### src/rtl/rv32_pkg.sv
// rv32_pkg: shared types and constants for the RV32I fetch path.
package rv32_pkg;
  localparam int              XLEN     = 32;
  localparam logic [XLEN-1:0] RV32_NOP = 32'h0000_0013;
  localparam logic [XLEN-1:0] PC_STEP  = 32'd4;

  typedef enum logic [1:0] {BOOT, FETCH, KILL, HOLD} fetch_state_e;
endpackage

### src/rtl/redirect_latch.sv
// redirect_latch: holds a redirect target that arrives while a fetch is in
// flight, and computes the effective target of the current redirect.
// Optional feature: PCSEQ_MISALIGN_TRAP_EN (misaligned targets trap instead
// of being silently aligned).
module redirect_latch
  import rv32_pkg::*;
#(
  parameter logic [XLEN-1:0] TRAP_VECTOR = 32'h0000_0100
) (
  input  logic            clk,
  input  logic            reset,
  input  logic            redirect_valid,
  input  logic [XLEN-1:0] redirect_target,
  input  logic            consume,
  output logic [XLEN-1:0] eff_target,
  output logic [XLEN-1:0] held_target,
  output logic            pending,
  output logic            trap
);

`ifdef PCSEQ_MISALIGN_TRAP_EN
  logic misaligned;
  assign misaligned = |redirect_target[1:0];
  assign eff_target = misaligned ? TRAP_VECTOR : redirect_target;

  // Trap pulses the cycle after a misaligned redirect is accepted.
  always_ff @(posedge clk) begin
    if (reset) trap <= 1'b0;
    else       trap <= redirect_valid & misaligned;
  end
`else
  // Low target bits are dropped, so the trap vector has no use here.
  logic unused_bits;
  assign unused_bits = ^{TRAP_VECTOR, redirect_target[1:0]};
  assign eff_target  = {redirect_target[XLEN-1:2], 2'b00};
  assign trap        = 1'b0;
`endif

  // Capture a redirect that cannot be applied this cycle; a later redirect
  // before the in-flight fetch retires simply overwrites the target.
  always_ff @(posedge clk) begin
    if (reset) begin
      pending     <= 1'b0;
      held_target <= '0;
    end else if (redirect_valid && !consume) begin
      pending     <= 1'b1;
      held_target <= eff_target;
    end else if (consume) begin
      pending     <= 1'b0;
    end
  end

endmodule

### src/rtl/fetch_sequencer.sv
// fetch_sequencer: owns the fetch PC, runs one-outstanding req/ack reads to
// IMEM and hands {instr, pc} to decode, honouring stalls and redirects.
// Optional feature: PCSEQ_MISALIGN_TRAP_EN (see redirect_latch).
module fetch_sequencer
  import rv32_pkg::*;
#(
  parameter logic [XLEN-1:0] RESET_VECTOR = 32'h0000_0000,
  parameter logic [XLEN-1:0] TRAP_VECTOR  = 32'h0000_0100
) (
  input  logic            Clk,
  input  logic            Reset,
  input  logic            Stall,
  input  logic            Redirect_Valid,
  input  logic [XLEN-1:0] Redirect_Target,
  output logic            IMem_Req,
  output logic [XLEN-1:0] IMem_Addr,
  input  logic            IMem_Ack,
  input  logic [XLEN-1:0] IMem_Rdata,
  output logic            Instr_Valid,
  output logic [XLEN-1:0] Instr,
  output logic [XLEN-1:0] Instr_PC,
  output logic            Trap
);

  fetch_state_e    state, state_n;
  logic [XLEN-1:0] pc, pc_n;
  logic            ack_ok, consume, deliver, pending;
  logic [XLEN-1:0] eff_target, held_target;

  // The request is a pure function of state, so it cannot drop before Ack.
  assign IMem_Req  = (state == FETCH) || (state == KILL);
  assign IMem_Addr = pc;
  assign ack_ok    = IMem_Ack & IMem_Req;
  // Redirects are applied immediately unless a fetch is still in flight.
  assign consume   = ack_ok || (state == BOOT) || (state == HOLD);

  redirect_latch #(.TRAP_VECTOR(TRAP_VECTOR)) u_redirect (
    .clk             (Clk),
    .reset           (Reset),
    .redirect_valid  (Redirect_Valid),
    .redirect_target (Redirect_Target),
    .consume         (consume),
    .eff_target      (eff_target),
    .held_target     (held_target),
    .pending         (pending),
    .trap            (Trap)
  );

  // Next-state and next-PC selection; Redirect outranks Stall everywhere.
  always_comb begin
    state_n = state;
    pc_n    = pc;
    deliver = 1'b0;
    unique case (state)
      BOOT, HOLD: begin
        if (Redirect_Valid) pc_n = eff_target;
        state_n = Stall ? HOLD : FETCH;
      end
      FETCH: begin
        if (ack_ok) begin
          if (Redirect_Valid) begin
            pc_n = eff_target;
          end else begin
            deliver = 1'b1;
            pc_n    = pc + PC_STEP;
          end
          state_n = Stall ? HOLD : FETCH;
        end else if (Redirect_Valid) begin
          state_n = KILL;
        end
      end
      KILL: begin
        if (ack_ok) begin
          if (Redirect_Valid) pc_n = eff_target;
          else if (pending)   pc_n = held_target;
          state_n = Stall ? HOLD : FETCH;
        end
      end
      default: state_n = BOOT;
    endcase
  end

  // State, PC and the decode-facing output registers.
  always_ff @(posedge Clk) begin
    if (Reset) begin
      state       <= BOOT;
      pc          <= RESET_VECTOR;
      Instr_Valid <= 1'b0;
      Instr       <= RV32_NOP;
      Instr_PC    <= '0;
    end else begin
      state       <= state_n;
      pc          <= pc_n;
      Instr_Valid <= deliver;
      if (deliver) begin
        Instr    <= IMem_Rdata;
        Instr_PC <= pc;
      end
    end
  end

endmodule

### config.mk
export PLATFORM = sky130hd
export DESIGN_NAME = fetch_sequencer
export DESIGN_NICKNAME = d
export VERILOG_FILES = /design/src/rtl/rv32_pkg.sv /design/src/rtl/redirect_latch.sv /design/src/rtl/fetch_sequencer.sv
export SDC_FILE = /design/constraint.sdc
export NUM_CORES = 1
export LEC_CHECK = 0
export CAP_MARGIN = 0
export CORE_ASPECT_RATIO = 0.9
export CORE_UTILIZATION = 37
export DETAILED_ROUTE_END_ITERATION = 16
export DONT_BUFFER_PORTS = 1
export PLACE_DENSITY = 0.49
export SLEW_MARGIN = 30
export SYNTH_ARGS = -nofsm -noshare
export SYNTH_HDL_FRONTEND = slang
export SYNTH_SLANG_ARGS = --single-unit
export TNS_END_PERCENT = 5
### constraint.sdc
create_clock -name Clk -period 2.5 [get_ports Clk]
set_clock_uncertainty 0.05 [all_clocks]
set_input_delay 0.125 -clock Clk [delete_from_list [all_inputs] [get_ports Clk]]
set_output_delay 0.125 -clock Clk [all_outputs]
set_load 0.03 [all_outputs]
==> impl_results.md <==
- Clock Latency Late Sink: 0.42 ns
- Final TNS setup: 0 ns
- Yosys cell types: 58
- Hold Startpoint: Redirect_Target[6]
- CTS root buf: clkbuf_16
- Commonest non-fill, non-tap cells in the layout: nand2_1, dfxtp_1, a21oi_1
- FILL cells: 1,495
- Setup violations, final: 0
- Most common cell after layout, fill and taps aside: nand2_1
- Clk buf depth: 2
- Total clock sinks: 126
- Initial antenna violation count: 0
- Final Max Tran Viols: 0
- WP data arrival: 2.54 ns
- Design area: 0.00758 mm2
- Compound-Gate Fraction of Synth Area: 23.0%
- Leak: 2.78 nW
- Placed wire-length estimate: 12,400 um
- Chip width: 134 um
- Seq/Total Area, Yosys: 43.4%
- Area Overhead vs Synth: 30.4%
- Via count: 5,807
- CTS Buf Count: 17
- Worst Path Required: 2.73 ns
- Mapped cell area: 0.00581 mm2
- Final Net Count: 911
- Die height: 121 um
- Simple-gate share of the synthesized area: 25.9%
- CTS tree: done
- Nature of the critical path startpoint: register
- Reg2Reg Setup Slack: 0.19 ns
- H-Tree Depth: 4
- Total power draw: 6.38 mW
- Antenna diode count: 0
- Multiplexer share of the synthesized area: 1.05%
- First-pass GRT wire length: 29,100 um
- Fin cells: 1,052
- Die ar.: 0.0162 mm2
- RR Endpoint: IMem_Addr[23]
- Async SR Flop Fraction: 0%
- Boundary Pins: 168
- RR Startpoint: state[1]
- DRT antenna net count: 0
- Max Cap Viol: 0
- Pin count of the biggest net entering global routing: 130
- Worst Reg2Reg Path Length in Cells: 8
- HP Class: input pin to register
- Rows: 43
- Gate Count Post-Synth: 754
- Fmax: 0.433 GHz
- Post-Route WL: 18,800 um
- Setup Buffers After CTS: 0
- Outcome: finished, final reports clean
- Grt ovf: 0
- Adder-cell share of the synthesized area: 1.08%
- Critical Setup Path Class: register to register
- Tmin final: 2.31 ns
- Maximum vdd drop: 0.477 mV
- Tot GR Track Use: 23.3%
- DRC Markers: 0
- Initial Utilization: 37.8%
- Fin crit share: 92.4%
- Flops & latches, synth: 126
- Post-synthesis xor/xnor area fraction: 0.151%
- Hold slack: 0.0259 ns
- Post-synth EDFFs: 0
- PwrDens: 841 mW/mm2
- Per-cell routed wire length: 17.9 um
- Port Buffers: 0
- Placer Congestion: 0.819
- DP Area: 0.00624 mm2
- Drt via density: 5.52
- DRT Pass-1 Iters: 5
- Largest family of logic cells by synthesized area: simple AND/OR/NAND/NOR gates
- RSZ-0062 raised after global routing: false
- Ys Warns: 0
- Initial DRC Count: 504
- Post-synth top flop: dfxtp_1
- Share of layout cells above drive strength 1: 12.0%
- Mean Syn Cell Area: 7.71 um2
- WHS Path Cells: 3
- Clk pin slew, worst setup/hold paths: 0.06 ns
- Rel. slew slack: 60.8%
- Dpl cells: 950
- Vias in the first global route: 5,421
- Worst Tran Pin Value: 0.589 ns
- CP max FO: 29
- Hold Path Sink: IMem_Addr[6]
- Core area: 0.0154 mm2
- Final Hold Violating Endpoints: 0
- CP Capture Type: register
[flip-flops by register name, indices dropped and copies added, names as in the netlist]
name,flops
u_redirect.pending,1
IMem_Addr,30
u_redirect.held_target,30
state,2
Instr_PC,30
Instr,32
Instr_Valid,1
[power breakdown]
group	leakage, nW	internal (mW)	switching, mW
clock	0.277	1.53	0.919
sequential	1.03	2.18	0.205
combinational	1.47	0.563	0.988
[worst max-delay path by stage]
stage	start	cells after the start	endpoint
floorplan	state[0]	9	IMem_Addr[26]
global placement	state[1]	8	IMem_Addr[26]
finish	state[1]	8	IMem_Addr[23]
CTS	state[0]	9	u_redirect.held_target[16]
detailed placement	state[1]	8	IMem_Addr[26]
global route	state[1]	8	IMem_Addr[23]
[worst max-delay path, cell delays in order (launching register included)]
cell and delay [ns]:
dfxtp_1 0.35, inv_1 0.11, ha_1 0.36, inv_1 0.24
a2bb2oi_1 0.23, nand2_1 0.11, buf_12 0.18, a221oi_1 0.42
o31ai_1 0.13
[what timing repair did]
action,in CTS,in global routing
hold endpoints to repair,126,0
setup endpoints to repair,0,7
resized for setup,0,5
hold buffers,70,0
[layout make-up]
type / count / area (um2) / area share [%]
flip-flops and latches: 126 / 2520 / 33.3
inverters: 10 / 37.5 / 0.495
repair buffers: 122 / 1160 / 15.3
clock buffers: 21 / 460 / 6.07
clock inverters: 11 / 134 / 1.77
multi-input cells: 560 / 3020 / 39.8
well taps: 202 / 253 / 3.33
[metal layers]
layer  vias up  share of wire, %  global-route usage [%]
met5         -                 0                       0
met4         0               1.1                    6.53
met3        27               9.0                    7.52
met2       276                44                    36.0
met1      2692                46                    31.1
li1       2812                 -                       -
[cells by family after synthesis]
kind of cell,after synthesis
AO/OA/AOI/OAI,218
XOR/XNOR,1
adder cells (fa/ha/maj),5
buffers and inverters,72
flip-flops,126
multiplexers,6
other,1
AND/OR/NAND/NOR,325
[cells in the mapped netlist (5+ instances only)]
master	n	area, um2
a31oi_1	7	43.8
buf_4	6	45.0
nand3_1	13	65.1
dfxtp_1	126	2520
mux2i_1	5	50.1
and3_1	7	43.8
clkbuf_1	39	146
inv_1	10	37.5
buf_2	16	80.1
nor2_1	34	128
nor2b_1	5	31.3
o31ai_1	5	37.5
ha_1	5	62.6
a21oi_1	106	531
o21ai_0	34	170
a221oi_1	16	140
a22o_1	10	87.6
nand4_1	11	68.8
a22oi_1	5	37.5
nor3_1	19	95.1
o32ai_1	6	52.6
nor4_1	9	56.3
nand2_1	199	747
[through the flow]
stage	util [%]	setup slack, ns
5_1_grt	49.3	0.0421
3_5_place_dp	40.6	0.249
3_3_place_gp	40.6	0.270
6_report	49.3	0.191
4_1_cts	49.1	0.101
2_1_floorplan	-	0.301
No activity file was read; power rests on OpenSTA's default activity.
